$ cat src/rtl/crypto_round_engine.sv
// crypto_round_engine: round-based block-cipher controller (ADDK -> SUB -> MIX per round, then FINAL).
// Latency: capture edge to out_valid is 1 + ROUNDS*(2 + ceil(NBYTES/SBOX_LANES)) cycles; accepts one block at a time.
// Backpressure: in_ready only in IDLE; in DONE, out_valid and dout hold until out_ready, then back to IDLE.
// Ports: clk/rst (sync, active-high); in_valid/in_ready/din/key/mode input handshake;
//        out_valid/out_ready/dout output handshake; busy, round_cnt, blocks_done status.
// Optional feature macro: CRYPTO_ENGINE_ZEROIZE_EN clears dout, state and round key on the output handshake.
module crypto_round_engine #(
  parameter int unsigned DATA_W     = 128,
  parameter int unsigned ROUNDS     = 16,
  parameter int unsigned SBOX_LANES = 16,
  parameter logic [31:0] RCON       = 32'h1B1B_1B1B
) (
  input  logic              clk,
  input  logic              rst,
  input  logic              in_valid,
  output logic              in_ready,
  input  logic [DATA_W-1:0] din,
  input  logic [DATA_W-1:0] key,
  input  logic [1:0]        mode,
  output logic              out_valid,
  input  logic              out_ready,
  output logic [DATA_W-1:0] dout,
  output logic              busy,
  output logic [4:0]        round_cnt,
  output logic [15:0]       blocks_done
);

  localparam int unsigned NBYTES = DATA_W / 8;
  // Pointer must hold ptr + SBOX_LANES without overflow for the end-of-SUB test.
  localparam int unsigned PTR_W  = $clog2(NBYTES + SBOX_LANES + 1);
  localparam logic [PTR_W-1:0]  LANES_P  = PTR_W'(SBOX_LANES);
  localparam logic [PTR_W-1:0]  NBYTES_P = PTR_W'(NBYTES);
  localparam logic [4:0]        ROUNDS_P = 5'(ROUNDS);
  localparam logic [DATA_W-1:0] RCON_W   = DATA_W'(RCON);

  typedef enum logic [2:0] {IDLE, ADDK, SUB, MIX, FINAL, DONE} state_e;

  state_e            state_q, state_d;
  logic [DATA_W-1:0] st_q, st_d;
  logic [DATA_W-1:0] rk_q, rk_d;
  logic [1:0]        md_q, md_d;
  logic [PTR_W-1:0]  ptr_q, ptr_d;
  logic [4:0]        round_q, round_d;
  logic [DATA_W-1:0] dout_q, dout_d;
  logic [15:0]       blocks_done_q, blocks_done_d;
  logic [DATA_W-1:0] sub_st;
  logic [DATA_W-1:0] mix_st;

  function automatic logic [7:0] sub_byte(input logic [7:0] b);
    logic [7:0] s;
    s = 8'h00;
    case (b[3:0])
      4'h0: s = 8'h63;  4'h1: s = 8'h7C;  4'h2: s = 8'h77;  4'h3: s = 8'h7B;
      4'h4: s = 8'hF2;  4'h5: s = 8'h6B;  4'h6: s = 8'h6F;  4'h7: s = 8'hC5;
      4'h8: s = 8'h30;  4'h9: s = 8'h01;  4'hA: s = 8'h67;  4'hB: s = 8'h2B;
      4'hC: s = 8'hFE;  4'hD: s = 8'hD7;  4'hE: s = 8'hAB;  4'hF: s = 8'h76;
      default: s = 8'h00;
    endcase
    return s ^ {4'h0, b[7:4]};
  endfunction

  // Only the lanes in the current pointer window are substituted; the last
  // window may run past NBYTES, those lanes simply do not exist.
  always_comb begin
    sub_st = st_q;
    for (int i = 0; i < NBYTES; i++) begin
      if (PTR_W'(i) >= ptr_q && PTR_W'(i) < ptr_q + LANES_P) begin
        sub_st[8*i +: 8] = sub_byte(st_q[8*i +: 8]);
      end
    end
  end

  always_comb begin
    mix_st = st_q;
    case (md_q)
      2'd0:    mix_st = st_q ^ rk_q;
      2'd1:    mix_st = {st_q[DATA_W-2:0], st_q[DATA_W-1]};
      2'd2:    mix_st = st_q + rk_q;
      default: mix_st = ~st_q;
    endcase
  end

  always_comb begin
    state_d       = state_q;
    st_d          = st_q;
    rk_d          = rk_q;
    md_d          = md_q;
    ptr_d         = ptr_q;
    round_d       = round_q;
    dout_d        = dout_q;
    blocks_done_d = blocks_done_q;
    case (state_q)
      IDLE: begin
        if (in_valid) begin
          st_d    = din;
          rk_d    = key;
          md_d    = mode;
          round_d = 5'd0;
          ptr_d   = '0;
          state_d = ADDK;
        end
      end
      ADDK: begin
        st_d    = st_q ^ rk_q;
        rk_d    = {rk_q[DATA_W-9:0], rk_q[DATA_W-1:DATA_W-8]} ^ RCON_W;
        state_d = SUB;
      end
      SUB: begin
        st_d = sub_st;
        if (ptr_q + LANES_P >= NBYTES_P) begin
          ptr_d   = '0;
          state_d = MIX;
        end else begin
          ptr_d = ptr_q + LANES_P;
        end
      end
      MIX: begin
        st_d    = mix_st;
        round_d = round_q + 5'd1;
        state_d = (round_q + 5'd1 < ROUNDS_P) ? ADDK : FINAL;
      end
      FINAL: begin
        dout_d  = st_q ^ rk_q;
        state_d = DONE;
      end
      DONE: begin
        if (out_ready) begin
          blocks_done_d = blocks_done_q + 16'd1;
          state_d       = IDLE;
`ifdef CRYPTO_ENGINE_ZEROIZE_EN
          dout_d = '0;
          st_d   = '0;
          rk_d   = '0;
`endif
        end
      end
      default: state_d = IDLE;
    endcase
  end

  always_ff @(posedge clk) begin
    if (rst) begin
      state_q       <= IDLE;
      st_q          <= '0;
      rk_q          <= '0;
      md_q          <= 2'd0;
      ptr_q         <= '0;
      round_q       <= 5'd0;
      dout_q        <= '0;
      blocks_done_q <= 16'd0;
    end else begin
      state_q       <= state_d;
      st_q          <= st_d;
      rk_q          <= rk_d;
      md_q          <= md_d;
      ptr_q         <= ptr_d;
      round_q       <= round_d;
      dout_q        <= dout_d;
      blocks_done_q <= blocks_done_d;
    end
  end

  assign in_ready    = (state_q == IDLE);
  assign busy        = (state_q != IDLE);
  assign out_valid   = (state_q == DONE);
  assign dout        = dout_q;
  assign round_cnt   = round_q;
  assign blocks_done = blocks_done_q;

endmodule

$ cat config.mk
export PLATFORM = sky130hd
export DESIGN_NAME = crypto_round_engine
export DESIGN_NICKNAME = d
export VERILOG_FILES = /design/src/rtl/crypto_round_engine.sv
export SDC_FILE = /design/constraint.sdc
export NUM_CORES = 2
export LEC_CHECK = 0
export ABC_AREA = 1
export CORE_MARGIN = 3
export CORE_UTILIZATION = 35
export DETAILED_ROUTE_END_ITERATION = 8
export GPL_TIMING_DRIVEN = 0
export SYNTH_ARGS = -nofsm -noshare
export SYNTH_HDL_FRONTEND = slang
export SYNTH_SLANG_ARGS = --single-unit
$ cat constraint.sdc
create_clock -name clk -period 4.5 [get_ports clk]
set_clock_uncertainty 0.15 [all_clocks]
set_input_delay 0.45 -clock clk [delete_from_list [all_inputs] [get_ports clk]]
set_output_delay 0.45 -clock clk [all_outputs]
set_load 0.005 [all_outputs]
==> reports/qor.yml <==
outcome:
  status: "finished, violations left"
  violations: "max-capacitance violations, max-slew violations, negative setup slack"
timing:
  slew_violations: 132
  period_share_pct: 105
  setup_violations: 34
  relSlewSlack_pct: -15.0
  hold_ws_ns: 0.178
  worst_pin_slew_ns: 1.72
  tns_ns: -3.74
  hold_viol_final: 0
  setup_ws_ns: -0.217
  period_minus_slack_ns: 4.72
  fmax_mhz: 212
setup_path:
  cp-start-kind: "register"
  path_cells: "nor2_1, inv_2, nor2_2, inv_2, buf_2, buf_2, clkbuf_1, clkbuf_2, a21oi_1, nand2_1, a21oi_1, o21ai_0, a21oi_1"
  arrival_ns: 5.06
  worst-path-buf-inv: 6
  reg2reg_to: "st_q[55]$_SDFFE_PP0P_"
  cp_data_required_time_ns: 4.85
  max_stage_delay_ns: 0.87
  crit_top_cell: "a21oi_1"
  r2r_slack_ns: -0.22
  crit_slowest_cell: "clkbuf_2"
  r2r_cells: 13
  crit_path_max_fanout: 10
  regToRegStartpoint: "state_q[2]$_SDFFE_PP0P_"
  worstSetupPathType: "reg -> reg"
  endpoint_kind: "register"
  crit_family: "buffers and inverters"
grt:
  antenna_found_initial: 39
  grt_max_degree: 20
  grt_pass1_wl_microns: 410000
  overflow: 0
  first_global_vias: 49900
  grt.total_usage_pct: 47.6
synth:
  syn_area_sq_mm: 0.0422
  synthesis.nets: 7544
  synth-xor-area-share_pct: 1.08
  ys_warn_count: 0
  synth_top_family_by_area: "simple AND/OR/NAND/NOR gates"
  yosys.area_share.simple_pct: 33.8
  synth_area_per_cell_sq_um: 5.99
  syn_inst: 7043
  ys_seq_area_share_pct: 25.6
  ys_ff_latch: 540
  synthMuxAreaShare_pct: 0
  synthAdderAreaFrac_pct: 7.11
  synth_cell_types: 67
  synth-compound-area-share_pct: 21.9
min_path:
  holdPathEnd: "rk_q[126]$_SDFFE_PP0P_"
  whs_path_depth: 3
  hp-start: "key[126]"
  hold_path.class: "in -> reg"
power:
  p_total_mw: 27.5
  leakage_nw: 23.5
  vdd_drop_max_mv: 0.379
  powerDensity_mw_per_mm2: 534
placement:
  globalplace.congestion: 1.13
  portBuffers: 412
  place_hpwl_microns: 250000
routing:
  drt_wl_total_microns: 311000
  viasPerCell: 6.05
  drt_iter0_drc: 9282
  ant_nets: 0
  drt-pass1-iter-count: 8
  wire_per_inst_microns: 33.8
  vias: 55700
  drc: 0
die:
  die_x_microns: 353
  row_count: 126
  core_sq_mm: 0.119
  dieArea_sq_mm: 0.125
  ios: 414
  fp.dieH_microns: 353
  start_util_pct: 35.5
clock_network:
  ctsHoldBuffers: 0
  cts_buffer_depth: 3
  cts.sinks: 540
  clkTransAtPathRegs_ns: 0.07
  cts_root_buf: "clkbuf_16"
  clk_latency_ns: 0.71
  cts_tree: "yes"
  cts_max_level: 3
  numCtsBuffers: 68
cells_and_area:
  nets: 8031
  area_delta_synth_final_pct: 22.2
  drive_above_1_share_pct: 8.75
flow_run:
  max-cap-violations: 12
==> power breakdown <==
| part | internal, mW | leakage, nW | switching [mW] | total (mW) |
|---|---|---|---|---|
| combinational | 3.61 | 17.9 | 10.2 | 13.8 |
| sequential | 5.78 | 4.46 | 1.75 | 7.53 |
| clock | 3.56 | 1.17 | 2.61 | 6.18 |
==> worst min-delay path, cell delays in order <==
cell and delay [ns]:
clkdlybuf4s50_1 0.39, nand2_1 0.06, a31oi_1 0.07
==> what timing repair did <==
action / CTS / global route
pin swaps: 0 / 2
buffers inserted: 0 / 5
setup endpoints to repair: 154 / 134
gates resized for setup: 77 / 142
==> worst max path at each step <==
stage                             from               endpoint  slack (ns)  cells after the start
2_1_floorplan     st_q[0]$_SDFFE_PP0P_               register        1.25                     25
3_3_place_gp     st_q[14]$_SDFFE_PP0P_               register       -0.67                     24
3_5_place_dp     st_q[14]$_SDFFE_PP0P_               register       -0.64                     24
4_1_cts          st_q[76]$_SDFFE_PP0P_               register       0.001                     22
5_1_grt          st_q[71]$_SDFFE_PP0P_               register       -0.01                     25
6_report       state_q[2]$_SDFFE_PP0P_  st_q[55]$_SDFFE_PP0P_       -0.22                     13
==> cells in the final DEF, fill, tap and decap left out, types with 49 or more instances in the layout <==
master / n
o21ai_0: 514
nand2_1: 2256
xor2_1: 49
a221oi_1: 140
buf_2: 109
dfxtp_1: 496
nand2_2: 53
a31oi_1: 143
nor3_1: 51
inv_1: 709
clkbuf_16: 68
o21ai_1: 91
a21oi_1: 510
nor2_1: 643
ha_1: 194
nand3_1: 299
clkbuf_1: 182
inv_2: 79
clkdlybuf4s50_1: 412
==> stage by stage <==
step	util (%)	cells	instance area [sq um]	setup slack (ns)
floorplan	-	7043	42200	1.25
global placement	40.6	9055	48300	-0.670
detailed placement	40.7	9059	48400	-0.641
CTS	42.9	9179	51000	0.00112
global route	43.3	9184	51500	-0.0110
finish	43.4	9198	51500	-0.217
==> area by class of cell <==
class                   count  area (sq um)
clock buffers              90          1910
diodes                     17          42.5
flip-flops and latches    540         10900
multi-input cells        5369         27500
well taps                1600          2000
repair buffers            423          4260
inverters                 794          2990
clock inverters            31           497
plain buffers             334          1490
fillers                 13100         67300
==> cell families (layout without fill, tap and decap cells) <==
kind of cell,Yosys count,in the layout
and+or+nand+nor,3486,3486
AOI/OAI and AO/OA,1592,1592
xor gates and xnor gates,52,52
other,0,17
DFF,540,540
adders and majority gates,239,239
buffers and inverters,1134,1672
==> per-layer routing <==
metal | vias up | track usage, % | share of wire (%)
met4 | 34 | 26.7 | 7.0
met1 | 26400 | 63.2 | 40
met5 | - | 0.423 | 0.097
met3 | 933 | 18.6 | 15
li1 | 24000 | - | -
met2 | 4357 | 64.8 | 38
==> Yosys cell counts, drive strengths merged <==
master	count	share of area (%)
inv	791	7.1
o211ai	35	0.62
and3	4	0.059
clkbuf	200	1.8
and2	5	0.077
a211oi	3	0.053
xor2	49	1.0
buf	140	1.6
o221ai	1	0.021
nor2	697	6.6
o32ai	1	0.021
or2	33	0.50
o21bai	39	0.69
a21o	11	0.20
a221o	1	0.024
nand3	314	3.8
a31oi	143	2.1
a22oi	26	0.46
a221oi	140	2.9
a2111oi	1	0.021
a32o	1	0.024
o22ai	7	0.10
a31o	2	0.042
o21a	9	0.16
o2111ai	9	0.19
a21boi	17	0.33
nor3	62	0.87
a21oi	533	6.5
ha	238	7.1
o21ai	611	7.3
nand4	31	0.47
nand2	2328	21
dfxtp	540	26
o31ai	2	0.047
xnor2	3	0.062
fa	1	0.047
nand3b	8	0.14
clkinv	3	0.030
nor4	4	0.059
Power figures use the tool's default switching activity.
